## src/rtl/game_params_pkg.sv

```systemverilog
// Shared game geometry and timing constants used by the engine and the enemy shots.
// Also holds the fleet-relative spawn position helpers.
package game_params;

    localparam int COLUNAS   = 13;
    localparam int SPACING_X = 40;
    localparam int SPACING_Y = 32;
    localparam int OFF_X     = 16;
    localparam int OFF_Y     = 24;
    localparam int SCREEN_H  = 480;
    localparam int PLAYER_Y  = 440;
    localparam int PLAYER_W  = 32;
    localparam int LIVES     = 3;

    localparam logic [1:0] ST_RUNNING = 2'd1;

    typedef enum logic {
        TICK_HOLD,
        TICK_RUN
    } tick_mode_t;

    // All terms are folded to 10 bits so screen coordinates wrap consistently
    function automatic logic [9:0] spawn_x(
        input logic [9:0] fx,
        input logic [5:0] sx,
        input logic [5:0] row,
        input int         cols,
        input int         spacing,
        input int         off
    );
        logic [9:0] col;
        col = 10'(sx) - 10'(row * cols);
        return fx + 10'(col * spacing) + 10'(off);
    endfunction

    function automatic logic [9:0] spawn_y(
        input logic [9:0] fy,
        input logic [5:0] row,
        input int         spacing,
        input int         off
    );
        return fy + 10'(row * spacing) + 10'(off);
    endfunction

endpackage

```

## src/rtl/enemy_shots_shot_slot.sv

```systemverilog
// One enemy bullet: valid flag, position, downward movement and player hit test.
// A hit wins over movement; spawning is only ever requested into an idle slot.
module shot_slot
    import game_params::*;
#(
    parameter int STEP_Y   = 4,
    parameter int SCREEN_H = game_params::SCREEN_H,
    parameter int PLAYER_Y = game_params::PLAYER_Y,
    parameter int PLAYER_W = game_params::PLAYER_W
) (
    input  logic       clk,
    input  logic       reset,
    input  logic       i_restart,
    input  logic       i_run,
    input  logic       i_tick,
    input  logic       i_spawn,
    input  logic [9:0] i_spawn_x,
    input  logic [9:0] i_spawn_y,
    input  logic [9:0] i_player_x,
    output logic       o_active,
    output logic [9:0] o_x,
    output logic [9:0] o_y,
    output logic       o_hit
);

    logic        r_active;
    logic [9:0]  r_x;
    logic [9:0]  r_y;
    logic [10:0] w_player_end;
    logic [10:0] w_next_y;

    // Widened so a player near the right edge does not wrap its hitbox
    assign w_player_end = {1'b0, i_player_x} + 11'(PLAYER_W);
    assign w_next_y     = {1'b0, r_y} + 11'(STEP_Y);

    assign o_hit = r_active
                 && (r_y >= 10'(PLAYER_Y))
                 && (r_x >= i_player_x)
                 && ({1'b0, r_x} < w_player_end);

    always_ff @(posedge clk or posedge reset) begin
        if (reset) begin
            r_active <= 1'b0;
            r_x      <= '0;
            r_y      <= '0;
        end else if (i_restart) begin
            r_active <= 1'b0;
            r_x      <= '0;
            r_y      <= '0;
        end else if (i_run) begin
            if (o_hit) begin
                r_active <= 1'b0;
            end else if (i_spawn) begin
                r_active <= 1'b1;
                r_x      <= i_spawn_x;
                r_y      <= i_spawn_y;
            end else if (i_tick && r_active) begin
                if (w_next_y >= 11'(SCREEN_H)) begin
                    r_active <= 1'b0;
                end else begin
                    r_y <= w_next_y[9:0];
                end
            end
        end
    end

    assign o_active = r_active;
    assign o_x      = r_x;
    assign o_y      = r_y;

endmodule

```

## src/rtl/enemy_shots.sv

```systemverilog
// Enemy bullet pool: spawns a shot when the engine picks a new shooter,
// moves shots on a slow tick, and charges at most one life per cycle of hits.
module enemy_shots
    import game_params::*;
#(
    parameter int N_SLOTS     = 4,
    parameter int COLUNAS     = game_params::COLUNAS,
    parameter int TICK_CYCLES = 500000,
    parameter int STEP_Y      = 4,
    parameter int SPACING_X   = game_params::SPACING_X,
    parameter int SPACING_Y   = game_params::SPACING_Y,
    parameter int OFF_X       = game_params::OFF_X,
    parameter int OFF_Y       = game_params::OFF_Y,
    parameter int SCREEN_H    = game_params::SCREEN_H,
    parameter int PLAYER_Y    = game_params::PLAYER_Y,
    parameter int PLAYER_W    = game_params::PLAYER_W,
    parameter int LIVES       = game_params::LIVES
) (
    input  logic                  clk,
    input  logic                  reset,
    input  logic                  restart,
    input  logic [5:0]            shooter_x,
    input  logic [5:0]            shooter_row,
    input  logic [1:0]            estado_jogo,
    input  logic [9:0]            fleet_x,
    input  logic [9:0]            fleet_y,
    input  logic [9:0]            player_x,
    output logic [N_SLOTS-1:0]    bullet_active,
    output logic [10*N_SLOTS-1:0] bullet_x,
    output logic [10*N_SLOTS-1:0] bullet_y,
    output logic [1:0]            lives,
    output logic                  jogador_vivo
);

    localparam int CW = (TICK_CYCLES > 1) ? $clog2(TICK_CYCLES) : 1;

    logic [5:0]         r_prev_id;
    logic [CW-1:0]      r_tick_cnt;
    logic [1:0]         r_lives;
    tick_mode_t         w_tmode;
    logic               w_run;
    logic               w_tick;
    logic               w_spawn_req;
    logic               w_found;
    logic [N_SLOTS-1:0] w_free_sel;
    logic [N_SLOTS-1:0] w_hit;
    logic [9:0]         w_spawn_x;
    logic [9:0]         w_spawn_y;

    assign w_run       = (estado_jogo == ST_RUNNING);
    assign w_tmode     = w_run ? TICK_RUN : TICK_HOLD;
    assign w_tick      = (w_tmode == TICK_RUN)
                       && (r_tick_cnt == CW'(TICK_CYCLES - 1));
    assign w_spawn_req = w_run && (shooter_x != r_prev_id);

    assign w_spawn_x = spawn_x(fleet_x, shooter_x, shooter_row,
                               COLUNAS, SPACING_X, OFF_X);
    assign w_spawn_y = spawn_y(fleet_y, shooter_row, SPACING_Y, OFF_Y);

    // Lowest-index idle slot; a slot freed this cycle is not reused until next
    always_comb begin
        w_free_sel = '0;
        w_found    = 1'b0;
        for (int i = 0; i < N_SLOTS; i++) begin
            if (!bullet_active[i] && !w_found) begin
                w_free_sel[i] = 1'b1;
                w_found       = 1'b1;
            end
        end
    end

    always_ff @(posedge clk or posedge reset) begin
        if (reset) begin
            r_tick_cnt <= '0;
        end else if (restart) begin
            r_tick_cnt <= '0;
        end else begin
            unique case (w_tmode)
                TICK_RUN:  r_tick_cnt <= w_tick ? '0 : r_tick_cnt + 1'b1;
                TICK_HOLD: r_tick_cnt <= r_tick_cnt;
            endcase
        end
    end

    always_ff @(posedge clk or posedge reset) begin
        if (reset) begin
            r_prev_id <= '0;
            r_lives   <= 2'(LIVES);
        end else if (restart) begin
            r_prev_id <= '0;
            r_lives   <= 2'(LIVES);
        end else begin
            r_prev_id <= shooter_x;
            if (w_run && (|w_hit) && (r_lives != 2'd0)) begin
                r_lives <= r_lives - 2'd1;
            end
        end
    end

    for (genvar i = 0; i < N_SLOTS; i++) begin : g_slot
        shot_slot #(
            .STEP_Y   (STEP_Y),
            .SCREEN_H (SCREEN_H),
            .PLAYER_Y (PLAYER_Y),
            .PLAYER_W (PLAYER_W)
        ) u_slot (
            .clk        (clk),
            .reset      (reset),
            .i_restart  (restart),
            .i_run      (w_run),
            .i_tick     (w_tick),
            .i_spawn    (w_spawn_req && w_free_sel[i]),
            .i_spawn_x  (w_spawn_x),
            .i_spawn_y  (w_spawn_y),
            .i_player_x (player_x),
            .o_active   (bullet_active[i]),
            .o_x        (bullet_x[10*i +: 10]),
            .o_y        (bullet_y[10*i +: 10]),
            .o_hit      (w_hit[i])
        );
    end

    assign lives        = r_lives;
    assign jogador_vivo = (r_lives != 2'd0);

endmodule

```

## config.mk

```make
export PLATFORM = sky130hd
export DESIGN_NAME = enemy_shots
export DESIGN_NICKNAME = d
export VERILOG_FILES = /design/src/rtl/game_params_pkg.sv /design/src/rtl/enemy_shots_shot_slot.sv /design/src/rtl/enemy_shots.sv
export SDC_FILE = /design/constraint.sdc
export NUM_CORES = 1
export LEC_CHECK = 0
export ABC_AREA = 1
export CORE_MARGIN = 1.5
export CORE_UTILIZATION = 52
export CTS_BUF_LIST = sky130_fd_sc_hd__clkbuf_8 sky130_fd_sc_hd__clkbuf_16
export DETAILED_ROUTE_END_ITERATION = 12
export MAX_ROUTING_LAYER = met4
export PLACE_DENSITY = 0.77
export SKIP_LAST_GASP = 1
export SLEW_MARGIN = 0
export SYNTH_ARGS = -nofsm -noshare
export SYNTH_HDL_FRONTEND = slang
export SYNTH_SLANG_ARGS = --single-unit
```

## constraint.sdc

```tcl
create_clock -name clk -period 5.1 [get_ports clk]
set_input_delay 1.02 -clock clk [delete_from_list [all_inputs] [get_ports clk]]
set_output_delay 1.02 -clock clk [all_outputs]
set_load 0.005 [all_outputs]
```

==> results.md <==
Die:
- The area enclosed by the die boundary is 18500 µm².
- The placeable core area is 17300 µm².
- Row generation in the floorplan step produced 48 rows.
- The die is 136 µm tall.
- Measured along the x axis, the die boundary spans 136 µm.
- Pin placement for this block handled 134 I/O pins.
- The starting utilization of the core area is 53.2%.

Worst setup path:
- The maximum single-stage delay on the critical path is 520 ps.
- Counting both buffers and inverters, the worst setup path holds a total of 4.
- The worst setup path is launched from a primary input.
- The cell family contributing the most delay on the critical path is adder cells.
- The startpoint-to-endpoint class of the critical path is primary input to flip-flop.
- Of all nets on the critical path, the largest fanout is 4.
- The arrival time reported for the critical path endpoint is 5200 ps.
- The total number of cells along the worst setup path is 24.
- The slowest stage of the critical path belongs to the cell sky130_fd_sc_hd__fa_1.
- STA puts the critical path data required time at 5350 ps.
- The number of cells on the worst reg-to-reg path is 13.
- The worst setup path is captured at a flip-flop.
- The critical path goes through dlygate4sd2_1, buf_4, ha_4, fa_1, fa_1, inv_1, ha_4, xor2_2, ha_1, ha_4, xor2_2, ha_2, xor2_2, or2_4, nand2_2, nand2_2, nand2_1, nand2_1, nand2_1, inv_1, nand2_1, nand2_2, nand3_1, nand2_1.
- The critical path's most frequent cell is sky130_fd_sc_hd__nand2_1.

Finish:
- 0 antenna diodes ended up in the layout.
- The sequential cells in the finished layout cover a total of 2780 µm².
- Fill cells in the final layout number 1524.
- Measured on the finished design, the core utilization comes to 66.0%.
- Compared with the post-synthesis result, the final layout area differs by 24.0%.
- The fraction of final layout cells sized beyond drive strength 1 is 8.71%.
- The area of all placed cells without fillers is 11400 µm².
- The area used by multi-input combinational logic is 5710 µm².
- In the final design database the tool counted 1604 nets.

Logic synthesis:
- The mean post-synth cell area is 7.17 µm².
- The dominant synthesized flop cell is sky130_fd_sc_hd__dfrtp_1.
- The Yosys step of the flow raised 0 warnings.
- The cell area after synthesis is 9210 µm².
- The post-synthesis cell type count is 47.
- The count of flip-flops with a built-in enable after synthesis is 0.
- The number of instances in the synthesized netlist is 1284.
- The async set-reset flop share out of synthesis is 100%.
- Sequential cells were found to cover 30.2% of the synthesized design area.
- The post-synthesis sequential element count is 111.
- The synthesized netlist net count is 1447.

STA:
- For this run, the top clock speed supported by timing is 202 MHz.
- For the pin with the worst max-slew slack, the measured transition is 913 ps.
- In the finished design, the share of the clock period the worst path needs comes to 97.1%.
- After routing, the total negative slack on setup checks comes to 0 ps.
- The hold slack is 495 ps.
- Across the routed clock network, the largest skew measured is 9.85 ps.
- The relative max-transition margin is 38.9%.
- Setup violations remaining at the end of the flow were counted as 0.
- The final max-slew violation count is 0.
- Counting I/O delays and the setup requirement, the final critical path takes 4950 ps.
- The final-report hold violation count was 0.

Flow run:
- The number of max-capacitance violations reported is 0.

Route:
- The starting DRC count in detailed routing is 579.
- The detail-routed net length per standard cell is 16.6 µm.
- The detailed router placed 9253 vias in this run.
- The count of unresolved DRC violations after routing is 0.
- The wire length after detailed routing is 27700 µm.
- The via-per-instance ratio is 5.54.
- The first-pass detailed-route iteration total is 6.
- The final antenna-violating net count is 0.

CTS:
- In this run, CTS created clock tree buffers numbering 9.
- The H-tree was split into 3 levels.
- The hold buffer count at CTS is 0.
- Clock-pin slew was measured on the worst setup and hold paths at 80 ps.
- Counting every sink on the clock net gives 111.
- The CTS tree is built.
- No sink is reached through more buffers than the 2 on the longest clock path.
- The clock root buffer master is sky130_fd_sc_hd__clkbuf_16.
- Clock latency on the worst-skew pair, taken at its later pin, is 360 ps.

Placed design:
- The HPWL after detailed placement is 20900 µm.
- The cell area after placement is 10900 µm².
- The global placer's final weighted congestion is 0.956.
- The count of buffers added on input and output ports is 133.

Pwr:
- Sequential cells burn 27.9% of the power.
- The highest ir drop seen on vdd is 0.320 mV.
- The relative contribution of combinational cells to total power is 55.0%.
- Cell internal power was estimated by the tool at 2.34 mW.
- Power comes to 4.00 mW.
- In this run switching power makes up 41.4% of total power.
- The net switching power is 1.65 mW.
- The power density normalized to cell area is 350 nW/µm².
- The total leakage power is 5.88 nW.
- The portion of total power attributed to the clock network is 17.2%.

Global routing:
- Entering global routing, the biggest net connects 61 pins.
- The total global routing overflow is 0.
- For this run, the total global-route usage over all layers was measured as 31.6%.
- The number of global-route vias before repair is 8745.
- The wire length of the first global-routing pass is 43800 µm.
- The number of antenna violations at the first check in global routing is 0.

Min path:
- The path class of the tightest hold or removal check is flip-flop to flip-flop.
- Counting instances, the worst hold path has a depth of 2.

Outcome:
- The run finished with clean final reports.
-- timing repair --
action | in CTS | in global routing
pin swaps | 12 | 19
gates resized for setup | 17 | 26
setup endpoints to repair | 12 | 12
cloned | 0 | 0
buffers inserted | 1 | 1
-- through the flow --
stage	worst slack [ps]	instances
after floorplan	8.36	1284
final	150	1671
after detailed placement	-676	1653
after global placement	-609	1653
after CTS	11.2	1670
after global routing	-76.8	1671
-- worst register-to-register path: cells and delay by family, from the launching register on --
family,cells,cell delay [ps]
AO/OA/AOI/OAI,2,180
AND/OR/NAND/NOR,8,1270
buffers and inverters,3,760
flip-flops,1,390
-- worst paths after layout --
path | slack (ps) | endpoint | startpoint
setup / recovery | 150 | g_slot[3].u_slot.o_x[9] | shooter_row[2]
hold reg to reg | 490 | lives[0] | lives[0]
hold / removal | 490 | lives[0] | lives[0]
min in group asynchronous | 1130 | g_slot[2].u_slot.o_x[2] | reset
max in group asynchronous | 3060 | g_slot[2].u_slot.o_x[6] | reset
setup reg to reg | 2450 | g_slot[0].u_slot.o_y[7] | r_prev_id[3]
-- flip-flops by register name, indices dropped and copies added (netlist names) --
| name | cells |
|---|---|
| g_slot.u_slot.o_x | 40 |
| g_slot.u_slot.o_y | 40 |
| r_tick_cnt | 19 |
| r_prev_id | 6 |
| g_slot.u_slot.o_active | 4 |
| lives | 2 |
-- cells in the final DEF (no fill, tap or decap), types with 15 or more instances in the layout --
| cell | netlist | routed |
|---|---|---|
| sky130_fd_sc_hd__nand2_1 | 347 | 343 |
| sky130_fd_sc_hd__a21oi_1 | 35 | 31 |
| sky130_fd_sc_hd__buf_4 | 5 | 36 |
| sky130_fd_sc_hd__nor2_1 | 131 | 131 |
| sky130_fd_sc_hd__inv_1 | 193 | 190 |
| sky130_fd_sc_hd__xor2_1 | 29 | 26 |
| sky130_fd_sc_hd__dfrtp_1 | 109 | 109 |
| sky130_fd_sc_hd__ha_1 | 108 | 98 |
| sky130_fd_sc_hd__o21ai_0 | 49 | 46 |
| sky130_fd_sc_hd__o22ai_1 | 25 | 25 |
| sky130_fd_sc_hd__clkdlybuf4s50_1 | 0 | 127 |
| sky130_fd_sc_hd__nand2_2 | 11 | 15 |
| sky130_fd_sc_hd__nand4_1 | 24 | 24 |
| sky130_fd_sc_hd__nand3_1 | 84 | 82 |
-- synthesized netlist by cell type (all sizes together) (7+ instances only) --
cell type  count  share of area, %
inv          196               8.0
ha           108                15
nand3         86               4.8
a21oi         35               1.9
a21o          13               1.1
xor2          29               2.8
xnor2         11               1.0
nand3b         7              0.75
nor2         138               5.8
nand2        361                15
nand4         24               1.6
buf           19               1.5
fa             8               1.7
o21ai         60               3.6
o22ai         25               1.7
nor3          14              0.82
dfrtp        109                30
-- metal layers --
layer	part of all wire [%]	global-route usage [%]	wire length [µm]
met5	0	-	0
met4	4.2	14.6	1170
met3	6.3	2.91	1750
met2	48	52.4	13300
met1	42	38.9	11500
-- power by group through the flow --
stage                     combinational (mW)  clock, mW  sequential [mW]
after floorplan                         1.11          0             1.09
after global placement                  1.76          0             1.12
after detailed placement                1.83          0             1.12
after CTS                               1.98      0.692             1.11
after global routing                    2.44      0.732             1.12
final                                   2.20      0.686             1.11
-- cell type report --
| cell class | count | share of cell area (%) |
|---|---|---|
| Inverter | 197 | 6.50 |
| Clock inverter | 7 | 0.427 |
| Timing Repair Buffer | 171 | 14.3 |
| Tap cell | 225 | 2.47 |
| Clock buffer | 9 | 1.97 |
| Multi-Input combinational cell | 951 | 50.0 |
| Sequential cell | 111 | 24.4 |
-- kinds of logic (layout without fill, tap and decap cells) --
kind of cell	after synthesis	in the layout	synth area share, %
DFF	111	111	30.2
xor gates and xnor gates	40	40	3.81
AOI/OAI and AO/OA	153	153	9.92
buffers and inverters	222	384	9.73
and+or+nand+nor	642	642	29.9
adders and majority gates	116	116	16.4
Note: power is estimated with default switching activity, not from simulation.
